**src/rtl/cpu_pkg.sv**
```systemverilog
// Opcode map and instruction-field positions shared by the sequencer and the
// cpu datapath it feeds.
package cpu_pkg;

  localparam int IW = 16;

  localparam logic [3:0] OPC_INC   = 4'b0000;
  localparam logic [3:0] OPC_DEC   = 4'b0001;
  localparam logic [3:0] OPC_SUB   = 4'b0010;
  localparam logic [3:0] OPC_ADD   = 4'b0011;
  localparam logic [3:0] OPC_BZ    = 4'b0100;
  localparam logic [3:0] OPC_STORE = 4'b0101;
  localparam logic [3:0] OPC_LOAD  = 4'b0110;
  localparam logic [3:0] OPC_LAND  = 4'b0111;
  localparam logic [3:0] OPC_LOR   = 4'b1000;
  localparam logic [3:0] OPC_AND   = 4'b1001;
  localparam logic [3:0] OPC_OR    = 4'b1010;
  localparam logic [3:0] OPC_XNOR  = 4'b1011;
  localparam logic [3:0] OPC_ROR   = 4'b1100;
  localparam logic [3:0] OPC_ROL   = 4'b1101;
  localparam logic [3:0] OPC_IDLE  = 4'b1110;
  localparam logic [3:0] OPC_HALT  = 4'b1111;

  localparam int OPC_HI = 15;
  localparam int OPC_LO = 12;
  localparam int OP1_HI = 11;
  localparam int OP1_LO = 9;
  localparam int OP2_HI = 8;
  localparam int OP2_LO = 6;

endpackage

```
**src/rtl/prog_mem.sv**
```systemverilog
// Program memory: 2**AW words of 16 bits, synchronous write, registered read.
// The read register doubles as the sequencer's instruction register.
module prog_mem
  import cpu_pkg::*;
#(
  parameter int AW = 6
) (
  input  logic          clk_i,
  input  logic          we_i,
  input  logic [AW-1:0] waddr_i,
  input  logic [IW-1:0] wdata_i,
  input  logic          re_i,
  input  logic [AW-1:0] raddr_i,
  output logic [IW-1:0] rdata_o
);

  localparam int DEPTH = 1 << AW;

  logic [IW-1:0] mem_q [DEPTH];
  logic [IW-1:0] rdata_q;

  // NOTE: the array and its read register have no reset; program contents must survive rst.
  always_ff @(posedge clk_i) begin
    if (we_i) begin
      mem_q[waddr_i] <= wdata_i;
    end
    if (re_i) begin
      rdata_q <= mem_q[raddr_i];
    end
  end

  assign rdata_o = rdata_q;

endmodule

```
**src/rtl/instr_sequencer.sv**
```systemverilog
// Fetch/issue stage for the cpu datapath: steps a program counter through
// prog_mem, issues one op per instruction and executes BZ and HALT locally.
module instr_sequencer
  import cpu_pkg::*;
#(
  parameter int         AW      = 6,
  parameter logic [3:0] IDLE_OP = OPC_IDLE,
  parameter logic [3:0] BZ_OP   = OPC_BZ,
  parameter logic [3:0] HALT_OP = OPC_HALT
) (
  input  logic          clk,
  input  logic          rst,
  input  logic          prog_we,
  input  logic [AW-1:0] prog_addr,
  input  logic [IW-1:0] prog_data,
  input  logic          start,
  input  logic          z_in,
  output logic [3:0]    op,
  output logic [2:0]    op1,
  output logic [2:0]    op2,
  output logic [AW-1:0] pc,
  output logic          busy,
  output logic          halted
);

  typedef enum logic [1:0] {
    S_IDLE  = 2'd0,
    S_FETCH = 2'd1,
    S_EXEC  = 2'd2,
    S_HALT  = 2'd3
  } state_e;

  state_e        state_q, state_d;
  logic [AW-1:0] pc_q, pc_d;
  logic          z_q, z_d;

  logic [IW-1:0] ir;
  logic [3:0]    ir_opc;
  logic          mem_we;
  logic          fetch_en;

  // Loading is only safe while nothing is executing.
  assign mem_we   = prog_we && ((state_q == S_IDLE) || (state_q == S_HALT));
  assign fetch_en = (state_q == S_FETCH);

  prog_mem #(.AW(AW)) u_prog_mem (
    .clk_i   (clk),
    .we_i    (mem_we),
    .waddr_i (prog_addr),
    .wdata_i (prog_data),
    .re_i    (fetch_en),
    .raddr_i (pc_q),
    .rdata_o (ir)
  );

  assign ir_opc = ir[OPC_HI:OPC_LO];

  // NOTE: state registers use non-blocking assignments so every flop samples pre-edge values.
  always_ff @(posedge clk) begin
    if (rst) begin
      state_q <= S_IDLE;
      pc_q    <= '0;
      z_q     <= 1'b0;
    end else begin
      state_q <= state_d;
      pc_q    <= pc_d;
      z_q     <= z_d;
    end
  end

  // NOTE: every output of this block gets a default first, so no path can infer a latch.
  always_comb begin
    state_d = state_q;
    pc_d    = pc_q;
    z_d     = z_q;
    op      = IDLE_OP;
    op1     = 3'd0;
    op2     = 3'd0;
    busy    = 1'b0;
    halted  = 1'b0;

    unique case (state_q)
      S_IDLE: begin
        if (start) begin
          pc_d    = '0;
          z_d     = 1'b0;
          state_d = S_FETCH;
        end
      end

      S_FETCH: begin
        busy    = 1'b1;
        state_d = S_EXEC;
      end

      S_EXEC: begin
        busy    = 1'b1;
        state_d = S_FETCH;
        if (ir_opc == HALT_OP) begin
          state_d = S_HALT;
        end else if (ir_opc == BZ_OP) begin
          // Branch on the Z captured from the most recent issued op.
          pc_d = z_q ? ir[AW-1:0] : pc_q + AW'(1);
        end else begin
          op   = ir_opc;
          op1  = ir[OP1_HI:OP1_LO];
          op2  = ir[OP2_HI:OP2_LO];
          z_d  = z_in;
          pc_d = pc_q + AW'(1);
        end
      end

      S_HALT: begin
        halted = 1'b1;
        if (start) begin
          pc_d    = '0;
          z_d     = 1'b0;
          state_d = S_FETCH;
        end
      end

      default: state_d = S_IDLE;
    endcase
  end

  assign pc = pc_q;

endmodule

```
**config.mk**
```make
export PLATFORM = sky130hd
export DESIGN_NAME = instr_sequencer
export DESIGN_NICKNAME = d
export VERILOG_FILES = /design/src/rtl/cpu_pkg.sv /design/src/rtl/prog_mem.sv /design/src/rtl/instr_sequencer.sv
export SDC_FILE = /design/constraint.sdc
export NUM_CORES = 1
export LEC_CHECK = 0
export CORE_MARGIN = 2
export CORE_UTILIZATION = 56
export CTS_BUF_LIST = sky130_fd_sc_hd__clkbuf_16
export DETAILED_ROUTE_END_ITERATION = 16
export GPL_ROUTABILITY_DRIVEN = 0
export HOLD_SLACK_MARGIN = 0.15
export PLACE_DENSITY_LB_ADDON = 0.12
export SLEW_MARGIN = 20
export SYNTH_ARGS = -nofsm -noshare
export SYNTH_HDL_FRONTEND = slang
export SYNTH_HIERARCHICAL = 1
export SYNTH_SLANG_ARGS = --single-unit
```
**constraint.sdc**
```tcl
create_clock -name clk -period 3.2 [get_ports clk]
set_clock_uncertainty 0.2 [all_clocks]
set_input_delay 0.48 -clock clk [delete_from_list [all_inputs] [get_ports clk]]
set_output_delay 0.48 -clock clk [all_outputs]
set_load 0.02 [all_outputs]
```
==> reports/results.tsv, run 1 <==
metric	value	unit
worst setup path class	flip-flop to output pin	
Final nets	2178	
Die Area	0.0752	mm^2
Initial Util	56.3	%
clock-pin slew on the worst setup and hold paths	0.06	ns
Die Y	274	um
dpl ws	0.245	ns
clock root buffer master	clkbuf_16	
Crit path arrival time	2.37	ns
largest net degree at the start of global routing	65	
setup ws final	0.146	ns
Worst VDD drop	483	uV
GR Overflow Total	0	
HPWL Detailed	61200	um
top_reg_cell synth	edfxtp_1	
Fmax	327	MHz
worst-path fanout max	15	
first drt pass iteration count	8	
Iteration-0 DRC Markers	2202	
Routed Antenna Nets	0	
Yosys Warn Count	6	
CTS buffer count	102	
#FFs+latches synth	1049	
number of synthesized flops with an enable pin	1040	
CTS tree	yes	
setup TNS	0	ns
num ports	45	
Mapped Nets	1946	
# Max-Cap Violations	0	
row count	99	
Core Box Area	0.0726	mm^2
RSZ-0062 raised after global routing	false	
clock sinks	1049	
Critical Path RT	2.52	ns
status	complete, no violations	
Buffers on Ports	44	
drc violations	0	
Vias	20186	
Cells after Synth	1914	
vias in the first global route	19615	
antenna violations before repair	3	
share of layout cells above drive strength 1	27.0	%
Max Slew Vio Count	0	
relative slew slack	40.0	%
post-synthesis sequential area ratio	76.8	%
Layout fillers	4906	
Setup-failing EPs final	0	
Startpoint Class	flip-flop	
final core utilization	64.5	%
average size of a mapped cell	21.4	um^2
Synth cell types	56	
worst hold-check path type	primary input to flip-flop	
Max Root-Sink Buffers	3	
Cell Pwr Density	635	mW/mm^2
Fin. Hold Viols	0	
Slew @ Worst Pin	0.900	ns
Die Wd	274	um
Post-synth ARST share	0	%
Final Cycle Share	95.4	%
Hold WS	0.214	ns
first-pass GRT wire length	138000	um
CTS HTree Levels	3	
DR WL/cell	30.2	um
Final Critical Period	3.05	ns
clock latency on the worst-skew pair	0.66	ns
Post-Route WL	96100	um
Leak	14.6	nW
Via density	6.33	
Tot Pwr	29.7	mW
cell area after synthesis	0.0409	mm^2
Worst setup EP type	output pin	
Overall Global Routing Usage	26.1	%
synthesis-to-finish area growth	14.6	%
==> cells in the final DEF (no fill, tap or decap), types with 10 or more instances in the layout <==
cell	instances
clkinv_2	14
a21oi_1	17
nor2_1	77
nand3_1	28
a31oi_1	10
clkdlybuf4s50_1	20
bufinv_16	10
nand2_1	70
mux2_2	27
clkinv_1	31
buf_12	35
mux2i_1	91
mux4_2	220
buf_2	15
edfxtp_1	1040
clkbuf_16	104
a22oi_1	39
inv_1	25
nor2b_1	31
buf_4	152
a221oi_1	16
nand4_1	13
==> per-stage QoR <==
stage | instances | cell area, um^2
after detailed placement | 2990 | 43500
after global placement | 2990 | 43500
after floorplan | 1914 | 40900
after CTS | 3183 | 46800
after global routing | 3186 | 46800
final | 3187 | 46800
==> area by class of cell <==
type	instances	area, um^2	area share (%)
clock inverters	81	629	1.34
well taps	959	1200	2.56
diodes	1	2.50	0.00534
repair buffers	234	2250	4.79
clock buffers	104	2600	5.56
multi-input cells	752	8720	18.6
inverters	7	26.3	0.0561
flip-flops and latches	1049	31400	67.1
==> worst max-delay path: stages, from the launching register on <==
cell and delay (ns):
dfxtp_1 0.35, inv_1 0.08, ha_2 0.30, nand2_1 0.09
a31oi_1 0.24, clkdlybuf4s50_1 0.66
==> power breakdown <==
part | switching, mW | internal [mW]
logic | 1.56 | 1.27
registers | 0.0943 | 15.3
clock network | 4.89 | 6.67
total | 6.54 | 23.2
==> cell usage after synthesis, drive strengths merged, types with 5 or more instances <==
library cell	count	share of area, %
nand4	13	0.20
nor2	79	0.74
nor2b	32	0.49
mux2	27	0.74
a221oi	16	0.34
dfxtp	9	0.44
a22oi	39	0.72
clkbuf	28	0.27
mux4	224	12
and3	8	0.12
a41oi	5	0.11
inv	7	0.064
a221o	6	0.15
ha	5	0.15
a211o	8	0.17
nand2	71	0.67
a22o	6	0.13
o21ai	9	0.11
a21oi	17	0.21
buf	78	1.6
nand2b	5	0.077
mux2i	91	2.2
a211oi	9	0.17
a31oi	10	0.15
a311oi	9	0.19
and4	6	0.13
nand3	28	0.34
edfxtp	1040	76
==> kinds of logic after synthesis <==
group	after synthesis	share of synthesized area, %
AO/OA/AOI/OAI	144	2.65
adder cells (fa/ha/maj)	5	0.153
buffers and inverters	113	1.89
flip-flops	1049	76.8
AND/OR/NAND/NOR	261	3.14
multiplexers	342	15.3
==> what timing repair did <==
item                                    4_1_cts  5_1_grt
gates resized for setup                       3        6
setup buffers                                 4        3
endpoints found under the setup margin        6        7
endpoints found under the hold margin        27        0
hold buffers                                  4        0
==> path summary, 6_finish.rpt <==
kind                  from                       end  slack (ns)  depth (start not counted)
max reg2reg          pc[1]     u_prog_mem/rdata_o[5]        0.26                          6
min reg2reg            z_q                       z_q        0.33                          2
max             state_q[0]                     op[0]        0.15                          5
min          prog_data[15]  u_prog_mem/mem_q[43][15]        0.21                          1
==> flip-flops by register name, indices dropped and copies added, names as in the netlist <==
name	flops
pc	6
z_q	1
u_prog_mem/mem_q	1024
state_q	2
u_prog_mem/rdata_o	16
==> layer usage <==
| layer | share of wire [%] | global-route usage [%] | vias up | wire (um) |
|---|---|---|---|---|
| li1 | - | - | 8474 | - |
| met1 | 41 | 38.0 | 10605 | 39000 |
| met4 | 3.1 | 8.40 | 0 | 2950 |
| met3 | 8.1 | 4.05 | 162 | 7800 |
| met2 | 48 | 41.2 | 945 | 46400 |
| met5 | 0 | 0 | - | 0 |
(Power assumes the default switching activity.)
==> run 2, diff against run 1 <==
- CTS_CLUSTER_DIAMETER: unset -> 200
- MAX_ROUTING_LAYER: unset -> met4
- TNS_END_PERCENT: unset -> 20
==> run 2 against run 1 <==
Compared with the run above:
- clock power barely moved
- core utilization about the same
- die area unchanged
- sequential cell count stayed put
- sequential power is essentially flat
- worst setup slack better by 0.0020 ns
- critical path depth unchanged
==> reports/results.tsv, run 2 (synthesis gave the netlist of run 1 again) <==
metric	value	unit	change
CTS buffer count	102		unchanged
commonest non-fill, non-tap cell in the layout	edfxtp_1		unchanged
Vias	20187		was 20186
Worst setup EP type	output pin		unchanged
FF-to-FF path depth	6		unchanged
Largest stage delay, worst path	0.66	ns	about the same
GR Overflow Total	0		unchanged
Sw Ratio	22.0	%	about the same
Cell Chain, Critical Path	inv_1 -> ha_2 -> nand2_1 -> a31oi_1 -> clkdlybuf4s50_1		unchanged
CTS HTree Levels	3		unchanged
relative slew slack	40.0	%	about the same
Slew @ Worst Pin	0.899	ns	was 0.900 ns
FF-to-FF Start	pc[1]		unchanged
Die Area	0.0752	mm^2	unchanged
worst hold-check path type	primary input to flip-flop		unchanged
Die Y	274	um	unchanged
Top reg by flops	u_prog_mem/mem_q		unchanged
Fmax	328	MHz	was 327 MHz
max reg flops	1024		unchanged
first drt pass iteration count	5		was 8
status	complete, no violations		unchanged
num ports	45		unchanged
Final Critical Period	3.05	ns	about the same
setup TNS	0	ns	unchanged
Cell Pwr Density	635	mW/mm^2	about the same
largest net degree at the start of global routing	65		unchanged
Routed Antenna Nets	0		unchanged
drc violations	0		unchanged
Post-Route WL	96200	um	was 96100 um
Worst VDD drop	482	uV	was 483 uV
HPWL Detailed	61200	um	unchanged
hold depth	1		unchanged
RSZ-0062 raised after global routing	false		unchanged
Iteration-0 DRC Markers	2147		was 2202
Placed Cells	2990		unchanged
critical path's slowest cell	clkdlybuf4s50_1		unchanged
CTS tree	yes		unchanged
Startpoint Class	flip-flop		unchanged
share of layout cells above drive strength 1	26.9	%	was 27.0%
antenna violations before repair	2		was 3
vias in the first global route	19568		was 19615
Overall Global Routing Usage	26.9	%	was 26.1%
synthesis-to-finish area growth	14.5	%	was 14.6%
worst setup path class	flip-flop to output pin		unchanged
Via density	6.34		was 6.33
DR WL/cell	30.2	um	about the same
switching pwr	6.55	mW	was 6.54 mW
Final nets	2175		was 2178
clock root buffer master	clkbuf_16		unchanged
Fin. Hold Viols	0		unchanged
Core Box Area	0.0726	mm^2	unchanged
Final Cycle Share	95.4	%	about the same
Comb pwr share	9.5	%	about the same
Worst setup startpoint	state_q[0]		unchanged
worst-path fanout max	15		unchanged
Critical Path RT	2.52	ns	about the same
hold path startpoint	prog_data[13]		was prog_data[15]
Setup-failing EPs final	0		unchanged
most frequent cells in the layout	edfxtp_1, mux4_2, buf_4		unchanged
Pint	23.2	mW	about the same
Die Wd	274	um	unchanged
WP buf/inv	2		unchanged
clock latency on the worst-skew pair	0.65	ns	was 0.66 ns
RR Endpoint	u_prog_mem/rdata_o[5]		unchanged
Clock power frac	38.9	%	was 38.8%
Max Root-Sink Buffers	3		unchanged
clock sinks	1049		unchanged
r2r setup slk	0.23	ns	was 0.26 ns
Layout Cells excl Fill	3185		was 3187
Leak	14.6	nW	about the same
row count	99		unchanged
Tot Pwr	29.8	mW	was 29.7 mW
Max Slew Vio Count	0		unchanged
Buffers on Ports	44		unchanged
Crit path arrival time	2.37	ns	about the same
# Max-Cap Violations	0		unchanged
first-pass GRT wire length	138000	um	about the same
Hold EP	u_prog_mem/mem_q[28][13]		was u_prog_mem/mem_q[43][15]
Initial Util	56.3	%	unchanged
dominant delay contributor by cell family on the critical path	buffers and inverters		unchanged
clock-pin slew on the worst setup and hold paths	0.06	ns	about the same
Flop pwr share	51.6	%	was 51.7%
run 2: cell types whose count changed in the layout (fill, tap and decap cells not counted), sizes merged:
cell	delta
buf	-3
clkdlybuf4s50	-1
diode	+1
dlymetal6s2s	+1
run 2: worst register-to-register path, stage by stage (launching register included):
cell,delay [ns]
dfxtp_4,0.75
buf_4,0.46
mux4_2,0.36
mux2_2,0.33
nand2_1,0.09
nand4_1,0.26
and4_1,0.30
run 2: worst max path at each step:
stage                                           to  depth (start not counted)  slack (ns)
after floorplan            u_prog_mem/mem_q[48][0]                          6        0.12
after global placement     u_prog_mem/mem_q[25][0]                          5        0.23
after detailed placement  u_prog_mem/mem_q[51][14]                          6        0.24
after CTS                                   op1[1]                          4       0.006
after global routing                         op[0]                          5        0.05
final                                        op[0]                          5        0.15
run 2: per-stage QoR:
| stage | setup WS (ns) | hold WS [ns] | instance area [um^2] | utilization (%) |
|---|---|---|---|---|
| 2_1_floorplan | 0.120 | 0.254 | 40900 | - |
| 3_3_place_gp | 0.232 | 0.287 | 43500 | 59.9 |
| 3_5_place_dp | 0.245 | 0.292 | 43500 | 59.9 |
| 4_1_cts | 0.00631 | 0.179 | 46800 | 64.5 |
| 5_1_grt | 0.0479 | 0.205 | 46800 | 64.5 |
| 6_report | 0.148 | 0.209 | 46800 | 64.5 |
run 2: timing repair:
action / 4_1_cts / 5_1_grt
gates cloned: 0 / 0
hold endpoints to repair: 27 / 0
gates resized for setup: 3 / 7
hold buffers: 4 / 0
endpoints found under the setup margin: 6 / 7
setup buffers: 4 / 0
run 2: power by group through the flow:
stage	Sequential, mW	Clock, mW	Combinational (mW)
final	15.4	11.6	2.83
after global routing	15.4	12.3	3.01
after CTS	15.4	11.7	2.86
after detailed placement	15.7	0	2.84
after global placement	15.6	0	2.81
after floorplan	15.6	0	1.84
run 2: area by class of cell:
class	instances	area [um^2]
Fill cell	4905	25800
Clock buffer	104	2600
Antenna cell	2	5.00
Timing Repair Buffer	231	2230
Sequential cell	1049	31400
Multi-Input combinational cell	752	8720
Inverter	7	26.3
Clock inverter	81	629
Tap cell	959	1200
run 2: routing by layer:
metal	up-vias	global-route usage (%)	wire (um)
met3	145	3.71	7290
li1	8478	-	-
met5	-	-	0
met4	0	7.77	2500
met1	10702	38.4	39600
met2	862	41.4	46900
